<file path="src/rtl/pwm_capture_pkg.sv">
// pwm_capture_pkg: FSM encoding and default parameters shared by the PWM capture block
package pwm_capture_pkg;
    typedef enum logic [1:0] {ARM, HIGH, LOW} state_t;
    localparam int DEF_WIDTH = 16;
    localparam int unsigned DEF_TIMEOUT = 32'h0000_FFFF;
    localparam int BLANK_CYCLES = 3;
endpackage

</file>
<file path="src/rtl/pwm_capture_sync_edge_detect.sv">
// sync_edge_detect: 2-flop synchronizer with registered rise/fall pulses, rise blanked right after reset
module sync_edge_detect
    import pwm_capture_pkg::*;
(
    input  logic clk_in,
    input  logic rst,
    input  logic sig_in,
    output logic rise,
    output logic fall
);
    logic s1, s2, s3;
    logic [1:0] blank;
    // blank keeps a level already high at reset release from looking like a rising edge
    always_ff @(posedge clk_in) begin
        if (rst) begin
            s1    <= 1'b0;
            s2    <= 1'b0;
            s3    <= 1'b0;
            blank <= '0;
            rise  <= 1'b0;
            fall  <= 1'b0;
        end else begin
            s1    <= sig_in;
            s2    <= s1;
            s3    <= s2;
            blank <= blank + 2'(blank != 2'(BLANK_CYCLES));
            rise  <= s2 & ~s3 & (blank == 2'(BLANK_CYCLES));
            fall  <= ~s2 & s3;
        end
    end
endmodule

</file>
<file path="src/rtl/pwm_capture.sv">
// pwm_capture: measures period and high time of a slow asynchronous pulse train in clk_in cycles
module pwm_capture
    import pwm_capture_pkg::*;
#(
    parameter int          WIDTH   = DEF_WIDTH,
    parameter int unsigned TIMEOUT = DEF_TIMEOUT
) (
    input  logic             clk_in,
    input  logic             rst,
    input  logic             sig_in,
    output logic [WIDTH-1:0] period,
    output logic [WIDTH-1:0] high_time,
    output logic             valid,
    output logic             timeout
);
    if (WIDTH < 2 || WIDTH > 32 || 64'(TIMEOUT) > (64'd1 << WIDTH) - 64'd1) begin : g_bad_param
        $error("pwm_capture: TIMEOUT must fit in WIDTH bits and WIDTH must be 2..32");
    end

    localparam logic [WIDTH-1:0] TMO = WIDTH'(TIMEOUT);
    localparam logic [WIDTH-1:0] ONE = WIDTH'(1);

    logic             rise, fall;
    state_t           state, state_n;
    logic [WIDTH-1:0] cnt, cnt_n, hreg, hreg_n, period_n, high_n;
    logic             valid_n, timeout_n;

    sync_edge_detect u_sync (
        .clk_in (clk_in),
        .rst    (rst),
        .sig_in (sig_in),
        .rise   (rise),
        .fall   (fall)
    );

    always_ff @(posedge clk_in) begin
        if (rst) begin
            state     <= ARM;
            cnt       <= '0;
            hreg      <= '0;
            period    <= '0;
            high_time <= '0;
            valid     <= 1'b0;
            timeout   <= 1'b0;
        end else begin
            state     <= state_n;
            cnt       <= cnt_n;
            hreg      <= hreg_n;
            period    <= period_n;
            high_time <= high_n;
            valid     <= valid_n;
            timeout   <= timeout_n;
        end
    end

    // edges take priority over the timeout check; the counter saturates instead of wrapping
    always_comb begin
        state_n   = state;
        cnt_n     = cnt + WIDTH'(cnt != '1);
        hreg_n    = hreg;
        period_n  = period;
        high_n    = high_time;
        valid_n   = 1'b0;
        timeout_n = timeout;
        if (state == ARM) begin
            cnt_n = rise ? ONE : cnt;
            if (rise) state_n = HIGH;
        end else if (rise) begin
            state_n = HIGH;
            cnt_n   = ONE;
            if (state == LOW) begin
                period_n  = cnt;
                high_n    = hreg;
                valid_n   = 1'b1;
                timeout_n = 1'b0;
            end
        end else if (fall && state == HIGH) begin
            state_n = LOW;
            hreg_n  = cnt;
        end else if (cnt >= TMO) begin
            state_n   = ARM;
            cnt_n     = '0;
            timeout_n = 1'b1;
        end
    end
endmodule

</file>
<file path="config.mk">
export PLATFORM = sky130hd
export DESIGN_NAME = pwm_capture
export DESIGN_NICKNAME = d
export VERILOG_FILES = /design/src/rtl/pwm_capture_pkg.sv /design/src/rtl/pwm_capture_sync_edge_detect.sv /design/src/rtl/pwm_capture.sv
export SDC_FILE = /design/constraint.sdc
export NUM_CORES = 1
export LEC_CHECK = 0
export CAP_MARGIN = 25
export CORE_MARGIN = 1.5
export CORE_UTILIZATION = 58
export CTS_CLUSTER_DIAMETER = 100
export DETAILED_ROUTE_END_ITERATION = 6
export PLACE_DENSITY_LB_ADDON = 0.12
export SLEW_MARGIN = 20
export SYNTH_ARGS = -nofsm -noshare
export SYNTH_HDL_FRONTEND = slang
export SYNTH_SLANG_ARGS = --single-unit
</file>
<file path="constraint.sdc">
create_clock -name clk_in -period 6.2 [get_ports clk_in]
set_input_delay 1.86 -clock clk_in [delete_from_list [all_inputs] [get_ports clk_in]]
set_output_delay 1.86 -clock clk_in [all_outputs]
set_load 0.005 [all_outputs]
</file>
==> results.json, run 1 <==
{
  "outcome": "finished, final reports clean",
  "ant_nets": 0,
  "cp.arrival_ps": 3790,
  "initial_core_util": 0.599,
  "drtIter0Drc": 191,
  "holdWs_ps": 414,
  "r2r_cells": 9,
  "yosysUniqueCellTypes": 43,
  "tightest_slew_ps": 735,
  "p_total_mw": 0.921,
  "tns_ps": 0,
  "fillers": 356,
  "multi_input_area_mm2": 0.00119,
  "fmax_mhz": 284,
  "portBuffers": 36,
  "dieArea_mm2": 0.00527,
  "std_cell_rows": 25,
  "place.gp.congestion": 0.863,
  "grt_pass1_wl_um": 10300,
  "p_leak_nw": 1.21,
  "grt_pass1_vias": 2119,
  "period_minus_slack_ps": 3520,
  "crit_path_max_incr_delay_ps": 490,
  "cts_tree": "done",
  "slew_headroom": 0.508,
  "drtPass1Iterations": 4,
  "vias_per_cell": 5.72,
  "min_period_over_period": 0.567,
  "globalRouteTotalUtil": 0.255,
  "drive_gt1_frac": 0.0893,
  "crit_slowest_cell": "or3_2",
  "dp.cells": 373,
  "cts_buffers": 9,
  "area_delta_synth_final_pct": 21.6,
  "dr_wl_met2_um": 2910,
  "cts_setup_buffers": 0,
  "cp_max_fo": 30,
  "drc": 0,
  "cp.depth": 7,
  "clk_pin_slew_ps": 80,
  "clock_latency_ps": 340,
  "antenna_found_initial": 0,
  "nets": 337,
  "totalWireLength_um": 6050,
  "synthArstFlopShare": 0,
  "syn_inst": 299,
  "cp_num_buf_inv": 2,
  "setup_viol": 0,
  "root_buffer": "clkbuf_8",
  "hold_class": "reg -> reg",
  "dr_wl_met3_um": 275,
  "crit_path_end_kind": "flop",
  "grt_max_degree": 31,
  "hold_viol": 0,
  "p_per_area_mw_per_mm2": 270,
  "area.sequential_mm2": 0.00150,
  "ys_ff_latch": 75,
  "num_vias": 2232,
  "mostFrequentLayoutCell": "dfxtp_1",
  "final_cell_mix": "dfxtp_1, nand2_1, clkdlybuf4s50_1, a22o_1, a21oi_1",
  "netlist_area_mm2": 0.00281,
  "cts_resized": 0,
  "cts_sinks": 75,
  "die_h_um": 72.6,
  "path_class": "in -> reg",
  "postCtsHoldBufs": 0,
  "avgSynthCellArea_um2": 9.39,
  "synth_edf_count": 0,
  "maxUsedRoutingLayer": "met4",
  "startpoint_type": "input pin",
  "hold_depth": 1,
  "cp.required_ps": 6470,
  "antennaDiodeCount": 0,
  "design.core.area_mm2": 0.00469,
  "final_max_slew_viol_count": 0,
  "synth_nets": 305,
  "vdd_drop_max_mv": 0.144,
  "fin_cells": 390,
  "cp_top_family": "simple AND/OR/NAND/NOR gates",
  "drt-met1-wl_um": 2810,
  "synthFlopType": "dfxtp_1",
  "cts_max_path_buffers": 2,
  "ys_seq_area_frac": 0.535,
  "htree_levels": 3,
  "hpwl_um": 3920,
  "grt_overflow_total": 0,
  "routedWlPerCell_um": 15.5,
  "skew_ps": 7.34,
  "ios": 37,
  "fp.dieW_um": 72.6,
  "rsz0062_at_grt": "no",
  "worstPathCellList": "clkdlybuf4s50_1 -> buf_4 -> nor2_1 -> nand2_1 -> a21o_1 -> or3_2 -> o21ai_0",
  "yosys_warnings": 0,
  "drv_cap": 0
}
-- through the flow --
stage / instance area [um^2] / setup WS, ps / utilization
finish: 3420 / 2680 / 0.728
global route: 3420 / 2590 / 0.728
global placement: 3190 / 2450 / 0.679
floorplan: 2810 / 3240 / -
detailed placement: 3190 / 2370 / 0.679
CTS: 3410 / 2690 / 0.727
-- registers in the layout (all words and copies together), names as in the netlist --
signal,flops
cnt,16
high_time,16
hreg,16
period,16
state,2
u_sync.blank,2
timeout,1
u_sync.fall,1
u_sync.rise,1
u_sync.s1,1
u_sync.s2,1
u_sync.s3,1
valid,1
-- cell usage after synthesis, types with 3 or more instances --
cell type	number	share of area
nor3_1	6	0.011
dfxtp_1	75	0.53
a21oi_1	23	0.041
ha_1	3	0.013
o21ai_0	6	0.011
nor2_1	13	0.017
o21ai_1	6	0.011
nand3_1	8	0.014
nand4_1	4	0.0089
inv_1	10	0.013
or3_1	4	0.0089
a31oi_1	3	0.0067
clkbuf_1	9	0.012
a21o_1	3	0.0080
a22o_1	32	0.10
nand2_1	49	0.065
buf_2	10	0.018
nor2b_1	4	0.0089
-- layer usage --
layer	track usage	vias up
li1	-	1129
met1	0.343	1037
met2	0.403	61
met3	0.0511	5
met4	0.101	0
met5	0	-
-- power breakdown --
part	switching [mW]	total, mW	internal, mW	leakage [nW]
Sequential	0.00253	0.486	0.484	0.605
Combinational	0.0120	0.0181	0.00610	0.501
Clock	0.187	0.416	0.230	0.108
Total	0.201	0.921	0.720	1.21
-- cell type report --
cell class              instances  area share
inverters                      10      0.0110
clock inverters                 7      0.0293
well taps                      54      0.0198
flip-flops and latches         75       0.440
repair buffers                 41       0.116
multi-input cells             194       0.348
clock buffers                   9      0.0363
-- cells by family (layout without fill, tap and decap cells) --
group                      Yosys count  after routing  synth area share
and+or+nand+nor                    105            105             0.190
adders and majority gates            3              3            0.0134
AOI/OAI and AO/OA                   84             84             0.208
xor gates and xnor gates             2              2           0.00624
buffers and inverters               30             67            0.0472
DFF                                 75             75             0.535
-- final timing paths --
| path | start | slack (ps) | endpoint |
|---|---|---|---|
| max | rst | 2680 | cnt[11] |
| min | u_sync.s2 | 410 | u_sync.fall |
| max reg2reg | cnt[7] | 3700 | cnt[9] |
| min reg2reg | u_sync.s2 | 410 | u_sync.fall |
No activity file was read; power rests on OpenSTA's default activity.
==> inputs of run 2 (changes only) <==
--- a/config.mk
+++ b/config.mk
@@ -7,7 +7,7 @@
 export LEC_CHECK = 0
 export CAP_MARGIN = 25
 export CORE_MARGIN = 1.5
-export CORE_UTILIZATION = 58
+export CORE_UTILIZATION = 49
 export CTS_CLUSTER_DIAMETER = 100
 export DETAILED_ROUTE_END_ITERATION = 6
 export PLACE_DENSITY_LB_ADDON = 0.12
==> constraint.sdc (replaced) <==
create_clock -name clk_in -period 2.8 [get_ports clk_in]
set_input_delay 0.84 -clock clk_in [delete_from_list [all_inputs] [get_ports clk_in]]
set_output_delay 0.84 -clock clk_in [all_outputs]
set_load 0.005 [all_outputs]
==> run 2 against run 1 <==
- power up 120%
- sequential power is 120% higher
- routed wire length shrank 3.1%
- via count rose by 1.4%
- critical path type is now reg -> reg
- largest power group unchanged
- highest routed layer unchanged
==> results.json, run 2 (same netlist as run 1, synthesis figures left out) <==
{
  "reg2reg_to": "cnt[9]",
  "vias_per_cell": 5.47,
  "grt_max_degree": 26,
  "cp.arrival_ps": 2620,
  "dieArea_mm2": 0.00620,
  "cts_buffers": 9,
  "cp.required_ps": 2990,
  "period_minus_slack_ps": 2430,
  "cts_max_path_buffers": 2,
  "clock_latency_ps": 340,
  "routedWlPerCell_um": 14.2,
  "final_cell_mix": "dfxtp_1, nand2_1, clkdlybuf4s50_1, a22o_1, a21oi_1",
  "ios": 37,
  "totalWireLength_um": 5860,
  "grt_pass1_vias": 2186,
  "setup_viol": 0,
  "nets": 343,
  "place.gp.congestion": 0.907,
  "holdWs_ps": 414,
  "cts_setup_buffers": 0,
  "root_buffer": "clkbuf_8",
  "cts_resized": 0,
  "cts_sinks": 75,
  "postCtsHoldBufs": 0,
  "mostFrequentLayoutCell": "dfxtp_1",
  "area_delta_synth_final_pct": 24.2,
  "r2r-start": "cnt[4]",
  "skew_ps": 9.91,
  "std_cell_rows": 27,
  "design.core.area_mm2": 0.00551,
  "fmax_mhz": 411,
  "area.sequential_mm2": 0.00150,
  "drv_cap": 0,
  "portBuffers": 36,
  "grt_pass1_wl_um": 9830,
  "slew_headroom": 0.407,
  "drtIter0Drc": 94,
  "grt_overflow_total": 0,
  "antennaDiodeCount": 0,
  "ant_nets": 0,
  "antenna_found_initial": 0,
  "rsz0062_at_grt": "no",
  "cp_max_fo": 8,
  "hold_end": "u_sync.rise",
  "hold_depth": 1,
  "p_leak_nw": 1.25,
  "startpoint_type": "flop",
  "htree_levels": 3,
  "multi_input_area_mm2": 0.00119,
  "die_h_um": 78.7,
  "final_max_slew_viol_count": 0,
  "hp-start": "u_sync.s3",
  "fin_cells": 414,
  "p_total_mw": 2.03,
  "hpwl_um": 3970,
  "globalRouteTotalUtil": 0.206,
  "reg2reg_slack_ps": 370,
  "outcome": "finished, final reports clean",
  "path_class": "reg -> reg",
  "hold_viol": 0,
  "tns_ps": 0,
  "crit_path_end_kind": "flop",
  "tightest_slew_ps": 882,
  "hold_class": "reg -> reg",
  "fillers": 472,
  "placed_area_mm2": 0.00326,
  "finish.instance_area_mm2": 0.00349,
  "dp_slack_ps": 253,
  "dp.cells": 398,
  "layout_setup_ws_ps": 368,
  "r2r_cells": 9,
  "drc": 0,
  "p_per_area_mw_per_mm2": 583,
  "min_period_over_period": 0.868,
  "num_vias": 2264,
  "cts_tree": "done",
  "drtPass1Iterations": 4,
  "utilization": 0.633,
  "drive_gt1_frac": 0.105,
  "clk_pin_slew_ps": 80,
  "vdd_drop_max_mv": 0.489,
  "initial_core_util": 0.510,
  "fp.dieW_um": 78.7
}
-- run 2: changes by cell type in the layout (fill, tap and decap cells not counted) --
cell      change
inv_8         -1
inv_6         -1
buf_4         +7
buf_2         -1
clkbuf_8      +1
clkinv_4      +1
-- run 2: cell type report --
class                           instances  area share
Sequential cell                        75       0.430
Clock inverter                          6      0.0255
Clock buffer                           10      0.0395
Timing Repair Buffer                   47       0.127
Inverter                               10      0.0108
Multi-Input combinational cell        194       0.341
Tap cell                               72      0.0258
-- run 2: critical path, cell delays in order (launching register included) --
cell and delay [ps]:
dfxtp_1 520, nand4_1 210, nor4_4 300, nand3_2 220
ha_1 290, nand4_1 150, nor2_1 100, nor4b_2 180
a32oi_1 230, a221oi_1 100
-- run 2: layer usage --
metal,global-route usage,share of wire
met3,0.0414,0.047
met4,0.118,0.014
met1,0.255,0.48
met2,0.334,0.46
met5,0,0
-- run 2: worst max path at each step --
stage / endpoint / from / cells after the start / slack (ps)
floorplan: cnt[9] / cnt[7] / 9 / 720
global placement: cnt[11] / rst / 5 / 280
detailed placement: cnt[13] / rst / 5 / 250
CTS: cnt[9] / cnt[4] / 9 / 370
global route: cnt[9] / cnt[4] / 9 / 210
finish: cnt[9] / cnt[4] / 9 / 370
-- run 2: where the power goes --
group | total, mW | switching, mW | internal, mW | leakage [nW]
Sequential | 1.08 | 0.00527 | 1.07 | 0.605
Combinational | 0.0430 | 0.0272 | 0.0158 | 0.534
Clock | 0.914 | 0.388 | 0.526 | 0.108
